==> src/rtl/alu_issue_ctrl.sv <==
// Initiator for the 32-bit ALU: issues one op, holds operands for a settle window,
// then captures the result and flags and returns them. Define ALU_OVF_TRAP_EN to enable overflow trapping.
module alu_issue_ctrl #(
  parameter int unsigned SETTLE_CYCLES = 1,
  parameter int unsigned CNT_W         = 4
) (
  input  logic        clk,
  input  logic        reset,
  input  logic        req_valid,
  output logic        req_ready,
  input  logic [4:0]  req_fs,
  input  logic [31:0] req_s,
  input  logic [31:0] req_t,
  input  logic        req_hilo_we,
  output logic [31:0] alu_s,
  output logic [31:0] alu_t,
  output logic [4:0]  alu_fs,
  input  logic [31:0] alu_y_hi,
  input  logic [31:0] alu_y_lo,
  input  logic        alu_c,
  input  logic        alu_v,
  input  logic        alu_n,
  input  logic        alu_z,
  output logic        rsp_valid,
  input  logic        rsp_ready,
  output logic [31:0] rsp_y_lo,
  output logic [31:0] rsp_y_hi,
  output logic [3:0]  rsp_flags,
  output logic        rsp_illegal,
  output logic [31:0] hi_q,
  output logic [31:0] lo_q
`ifdef ALU_OVF_TRAP_EN
  ,
  output logic        ovf_trap
`endif
);

  localparam logic [4:0] FS_ZEROES  = 5'h13;
  localparam logic [4:0] FS_ADD     = 5'h02;
  localparam logic [4:0] FS_SUB     = 5'h04;
  localparam logic [4:0] FS_ILLEGAL = 5'h1A;

  // A zero settle window would capture before the ALU has seen the operands.
  localparam int unsigned      SETTLE_EFF = (SETTLE_CYCLES == 0) ? 1 : SETTLE_CYCLES;
  localparam logic [CNT_W-1:0] CNT_LOAD   = CNT_W'(SETTLE_EFF - 1);

  typedef enum logic [1:0] {
    S_IDLE,
    S_WAIT,
    S_RESP
  } state_e;

  state_e            state_q;
  logic              req_ready_q;
  logic              rsp_valid_q;
  logic [31:0]       s_q;
  logic [31:0]       t_q;
  logic [4:0]        fs_q;
  logic              we_q;
  logic [CNT_W-1:0]  cnt_q;
  logic [31:0]       y_lo_q;
  logic [31:0]       y_hi_q;
  logic [3:0]        flags_q;
  logic              illegal_q;
  logic              hilo_block_d;

`ifdef ALU_OVF_TRAP_EN
  logic ovf_q;
  assign hilo_block_d = alu_v & ((fs_q == FS_ADD) | (fs_q == FS_SUB));
  assign ovf_trap     = ovf_q;
`else
  assign hilo_block_d = 1'b0;
`endif

  // NOTE: every datapath register is reset because each output has a defined reset
  // value; a reset during WAIT must also drop the pending HI/LO write.
  always_ff @(posedge clk) begin
    if (reset) begin
      state_q     <= S_IDLE;
      req_ready_q <= 1'b1;
      rsp_valid_q <= 1'b0;
      s_q         <= '0;
      t_q         <= '0;
      fs_q        <= FS_ZEROES;
      we_q        <= 1'b0;
      cnt_q       <= '0;
      y_lo_q      <= '0;
      y_hi_q      <= '0;
      flags_q     <= '0;
      illegal_q   <= 1'b0;
      hi_q        <= '0;
      lo_q        <= '0;
`ifdef ALU_OVF_TRAP_EN
      ovf_q       <= 1'b0;
`endif
    end else begin
      unique case (state_q)
        S_IDLE: begin
          if (req_valid) begin
            s_q         <= req_s;
            t_q         <= req_t;
            fs_q        <= req_fs;
            we_q        <= req_hilo_we;
            cnt_q       <= CNT_LOAD;
            req_ready_q <= 1'b0;
            state_q     <= S_WAIT;
          end
        end
        S_WAIT: begin
          if (cnt_q == '0) begin
            y_lo_q      <= alu_y_lo;
            y_hi_q      <= alu_y_hi;
            flags_q     <= {alu_c, alu_v, alu_n, alu_z};
            illegal_q   <= (fs_q >= FS_ILLEGAL);
`ifdef ALU_OVF_TRAP_EN
            ovf_q       <= hilo_block_d;
`endif
            if (we_q && !hilo_block_d) begin
              hi_q <= alu_y_hi;
              lo_q <= alu_y_lo;
            end
            rsp_valid_q <= 1'b1;
            state_q     <= S_RESP;
          end else begin
            cnt_q <= cnt_q - 1'b1;
          end
        end
        S_RESP: begin
          if (rsp_ready) begin
            rsp_valid_q <= 1'b0;
            req_ready_q <= 1'b1;
            state_q     <= S_IDLE;
          end
        end
        default: begin
          state_q     <= S_IDLE;
          req_ready_q <= 1'b1;
          rsp_valid_q <= 1'b0;
        end
      endcase
    end
  end

  assign req_ready   = req_ready_q;
  assign rsp_valid   = rsp_valid_q;
  assign alu_s       = s_q;
  assign alu_t       = t_q;
  assign alu_fs      = fs_q;
  assign rsp_y_lo    = y_lo_q;
  assign rsp_y_hi    = y_hi_q;
  assign rsp_flags   = flags_q;
  assign rsp_illegal = illegal_q;

endmodule
==> config.mk <==
export PLATFORM = sky130hd
export DESIGN_NAME = alu_issue_ctrl
export DESIGN_NICKNAME = d
export VERILOG_FILES = /design/src/rtl/alu_issue_ctrl.sv
export SDC_FILE = /design/constraint.sdc
export NUM_CORES = 1
export LEC_CHECK = 0
export CAP_MARGIN = 40
export CORE_UTILIZATION = 43
export DETAILED_ROUTE_END_ITERATION = 12
export GPL_TIMING_DRIVEN = 0
export PLACE_DENSITY = 0.81
export SYNTH_ARGS = -nofsm -noshare
export SYNTH_HDL_FRONTEND = slang
export SYNTH_SLANG_ARGS = --single-unit
==> constraint.sdc <==
create_clock -name clk -period 1.95 [get_ports clk]
set_input_delay 0.4875 -clock clk [delete_from_list [all_inputs] [get_ports clk]]
set_output_delay 0.4875 -clock clk [all_outputs]
set_load 0.005 [all_outputs]
After elaboration in Yosys (flattened, before gate mapping)
Index checks and enable logic that the tools add are counted.
{"block": "classes", "n_addsub": 1, "n_lt_le_gt_ge": 1, "n_eq_ne": 6, "muxes": 13, "bitwise_logic": 2, "reduce_logical": 10}
{"op": "$reduce_and 3->1", "count": 5}
{"op": "$mux 4", "count": 2}
{"op": "$ne 2x2->1 const B", "count": 4}
{"op": "$pmux 4 s2", "count": 1}
{"op": "$mux 2", "count": 3}
{"op": "$pmux 1 s3", "count": 2}
{"op": "$pmux 2 s3", "count": 1}
{"op": "$ge 5x5->1 const B", "count": 1}
{"op": "$logic_not 4->1", "count": 1}
{"op": "$mux 1", "count": 4}
{"op": "$reduce_and 2->1", "count": 2}
{"op": "$sub 4x1->4 const B", "count": 1}
{"op": "$eq 2x1->1 const B", "count": 1}
{"op": "$eq 2x2->1 const B", "count": 1}
{"op": "$logic_not 2->1", "count": 1}
{"op": "$not 1->1", "count": 2}
{"op": "$reduce_bool 2->1", "count": 1}
{"block": "word_totals", "reg_bits": 211}

Logic depth before layout (Yosys ltp)
{"block": "logic_depth", "word_depth": 3, "ltp_mapped": 8, "mapped_depth_nobuf": 5}

Worst setup path after synthesis
Ideal clock, no wire load.
{"block": "synth_timing", "path_kind": "flip-flop to flip-flop", "from": "register cnt_q[0]", "to": "register hi_q[10]", "setup_time_ns": 0.116, "arrival_time_ns": 1.525, "t_required_ns": 1.834, "slack_ns": 0.309, "path_stages_with_launch": 9, "period_less_slack_ns": 1.641, "path_cell_list": "dfxtp_1 inv_1 ha_1 nor3b_1 buf_2 and3_1 buf_4 buf_6 a31o_2"}
{"block": "synth_between", "elab_chain_len": 2}
{"element": "start: declaration", "line_no": "60", "rtl": "logic [CNT_W-1:0] cnt_q;"}
{"element": "start signal: assignment", "line_no": "125", "rtl": "cnt_q <= cnt_q - 1'b1;"}
{"element": "$logic_not 4->1", "line_no": "110", "rtl": "if (cnt_q == '0) begin"}
{"element": "$reduce_and 3->1 (no source line)"}
{"element": "end signal: assignment", "line_no": "119", "rtl": "hi_q <= alu_y_hi;"}
{"element": "end: declaration", "line_no": "30", "rtl": "output logic [31:0] hi_q,"}
No other way between the ends.
A chain may end at the register's enable or synchronous reset.

Worst setup path in the final report
{"block": "layout_timing", "from": "register s_q[1], in the netlist alu_s[1]", "to": "output port alu_s[1]"}
{"element": "start: declaration", "line_no": "56", "rtl": "logic [31:0] s_q;"}
{"element": "start signal: assignment", "line_no": "100", "rtl": "s_q <= req_s;"}
{"element": "end: declaration", "line_no": "15", "rtl": "output logic [31:0] alu_s,"}
No word-level cell between the ends.

==> run metrics <==
Clock Tree Buf Depth 3; maximum clock frequency ~520 MHz; Critical Path End Type primary output; Die ar. a little under 20000 um^2; Die Wd around 140 um; WP data required around 1.5 ns; Routability Congestion between 0.8 and 0.9; Clk Latency, worst-skew pair 0.51 ns; post-CTS setup buffer count 0; final worst slack ~0.036 ns; post-synthesis sequential area ratio between 50% and 60%; nets@finish 1479; Place WS -0.3164 ns; CTS root buf clkbuf_16; share of cells above drive strength 1 under 10%; Starting Density about 44%; syn nets roughly 1100; drt pass-1 iters 5; Placed Cells 1544; gr ovfl total 0; P per Cell Area about 1200 nW/um^2; Switching Share 36.00%; Post-Synth Simple-Gate Area between 10% and 20%; DRC 0; kind of critical path register to primary output; I/O Buffers 344; Compound-Gate Fraction of Synth Area a little over a quarter; synthesized cell area 8242 um^2; library cells used by synthesis 32; top-area cell type share of the netlist area 51.25%; LEAKAGE around 4.4 nW; Power, Total about 16 mW; grt peak-use layer met2; CTS buffer count 23; CP Buf/Inv Count 1; Slew Limit Headroom roughly 56%; unrepaired setup endpoints after global routing false; Routed WL approximately 29000 um; Register-to-Register Path Depth 8; DRT antenna net count 0; Gate Count Post-Synth just under 1000; CTS tree done; largest family of logic cells by synthesized area compound AO/OA/AOI/OAI gates; maximum vdd drop 0.7292 mV; gr usage total between 20% and 30%; core area approximately 19000 um^2; Final period util between 90% and 100%; grt met3 use under 10%; dominant delay contributor by cell family on the critical path buffers and inverters; initial antenna violation count 0; Hold/Removal Path Class register to register; R2R Setup Slk roughly 0.080 ns; first-pass GRT wire length around 46000 um; Die Span Y 140.4 um; Max-cap violations 0; post-synthesis adder-cell area fraction less than 1%; Max Slew Vio Count 0; area grow syn2layout 55.40%; Non-Filler Instances 1585; critical path, cell by cell clkdlybuf4s50_1; wire length per cell between 15 and 20 um; fin area ~13000 um^2; ys async rst share 0%; Post-Synth XOR/XNOR Area 0%; clock skew between 0.01 and 0.015 ns; Reg power frac between 30% and 40%; Yosys top cell by area dfxtp_1; Primary FF master, synth dfxtp_1; multiplexer area fraction after synthesis less than 1%; status finished clean; vias post-DR about 9000; number of hold-slack violations in the final timing report 0; post-synthesis register bit count 211; Crit path depth 1; TritonCTS Sinks between 200 and 250; WP data arrival approximately 1.4 ns; worst slew pin tran between 0.6 and 0.7 ns; min Tclk post-route approximately 1.9 ns; IO Pins around 350; Rows 50; # setup viols final 0; vias per cell approximately 5.6; clock share of power between 20% and 30%; cell with the most instances after synthesis dfxtp_1; vias in the first global route roughly 8600; antenna cells 0; Post-synth EDFFs 0; CP max stage delay between 0.5 and 0.6 ns; filler cell count 1490; element type at the critical path start register; drt initial violations approximately 570; Clk pin slew, worst setup/hold paths about 0.060 ns; Ys Warns 0; Crit Path Max Fanout 2; Worst path slowest cell clkdlybuf4s50_1; Power Internal 10.12 mW; htree depth 1; synth top area cells dfxtp_1 (51%), a21oi_1 (8.5%), a311oi_1 (6.8%); cell area after placement 11980 um^2; met2 usage approximately 50%; Logic pwr share a little under two fifths; syn_area_per_cell about 8.5 um^2; Psw around 5.7 mW; WHS Path Cells 2; top cells by count, synth dfxtp_1 (211), nand2_1 (143), a21oi_1 (140), nand3_1 (74), o21ai_0 (69); met1 Use GR a little over a third; pin count of the biggest net entering global routing 15; DP HPWL between 20000 and 25000 um
==> worst reg2reg max path: cells and delay by family (launching register included) <==
family / cells / cell delay, ns
AO/OA/AOI/OAI: 1 / 0.24
flip-flops: 1 / 0.36
adder cells (fa/ha/maj): 1 / 0.22
AND/OR/NAND/NOR: 2 / 0.32
buffers and inverters: 4 / 0.63
==> per-layer routing <==
layer	routed length (um)	vias up
met1	11700	4179
met5	0	-
met2	14140	413
met4	1091	0
li1	-	4155
met3	2430	75
==> cell usage in the layout (no fill, tap or decap), types with 5 or more instances in the layout <==
cell               n
a21oi_1          140
a311oi_1          64
a31o_1            54
a31o_2            10
buf_1              8
buf_2             22
buf_6              6
clkbuf_1          55
clkbuf_16         23
clkbuf_2          11
clkbuf_8           6
clkdlybuf4s50_1  344
dfxtp_1          211
inv_1             66
nand2_1          143
nand3_1           74
o21ai_0           66
o21ai_1            5
or3_1              5
==> through the flow <==
step	setup TNS [ns]	util, %	hold WS [ns]
finish	0	68.24	0.4506
detailed placement	-21.17	63.82	0.4476
CTS	0	68.13	0.4551
floorplan	0	-	0.4527
global route	0	68.24	0.4715
global placement	-19.88	63.82	0.4408
==> what timing repair did <==
| action | in CTS | in global routing |
|---|---|---|
| setup endpoints to repair | 30 | 112 |
| cloned | 0 | 0 |
| hold buffers | 0 | 0 |
| resized for setup | 4 | 30 |
| endpoints found under the hold margin | 0 | 0 |
==> state kept, by name, summed over array words and instances (netlist names) <==
| register | cells |
|---|---|
| rsp_y_lo | 32 |
| we_q | 1 |
| req_ready | 1 |
| alu_fs | 5 |
| cnt_q | 4 |
| state_q | 2 |
| rsp_illegal | 1 |
| alu_s | 32 |
| hi_q | 32 |
| lo_q | 32 |
| rsp_valid | 1 |
| rsp_flags | 4 |
| alu_t | 32 |
| rsp_y_hi | 32 |
==> area by class of cell <==
class	count	area, um^2	share of cell area (%)
Buffer	106	506.7	3.957
Clock buffer	31	665.6	5.197
Clock inverter	10	137.6	1.075
Inverter	67	251.5	1.964
Multi-Input combinational cell	582	3286	25.65
Sequential cell	211	4224	32.98
Tap cell	234	292.8	2.286
Timing Repair Buffer	344	3443	26.89
==> final timing paths <==
path                               start                endpoint
setup / recovery   alu_s[1]$_SDFFE_PP0P_                alu_s[1]
hold / removal    alu_t[21]$_SDFFE_PP0P_  alu_t[21]$_SDFFE_PP0P_
setup reg to reg   cnt_q[0]$_SDFFE_PP0P_   hi_q[20]$_SDFFE_PP0P_
hold reg to reg   alu_t[21]$_SDFFE_PP0P_  alu_t[21]$_SDFFE_PP0P_
==> power groups by stage <==
stage | Sequential, mW | Combinational (mW) | Clock (mW)
final | 5.32 | 5.93 | 4.56
after global routing | 5.40 | 6.37 | 4.82
after CTS | 5.32 | 5.78 | 4.63
after detailed placement | 5.41 | 5.69 | 0
after global placement | 5.38 | 5.61 | 0
after floorplan | 5.41 | 2.89 | 0
==> cells by family after synthesis <==
group	count (synthesis)
AOI/OAI and AO/OA	343
and+or+nand+nor	235
adders and majority gates	2
muxes	2
buffers and inverters	173
DFF	211
No activity file was read; power rests on OpenSTA's default activity.
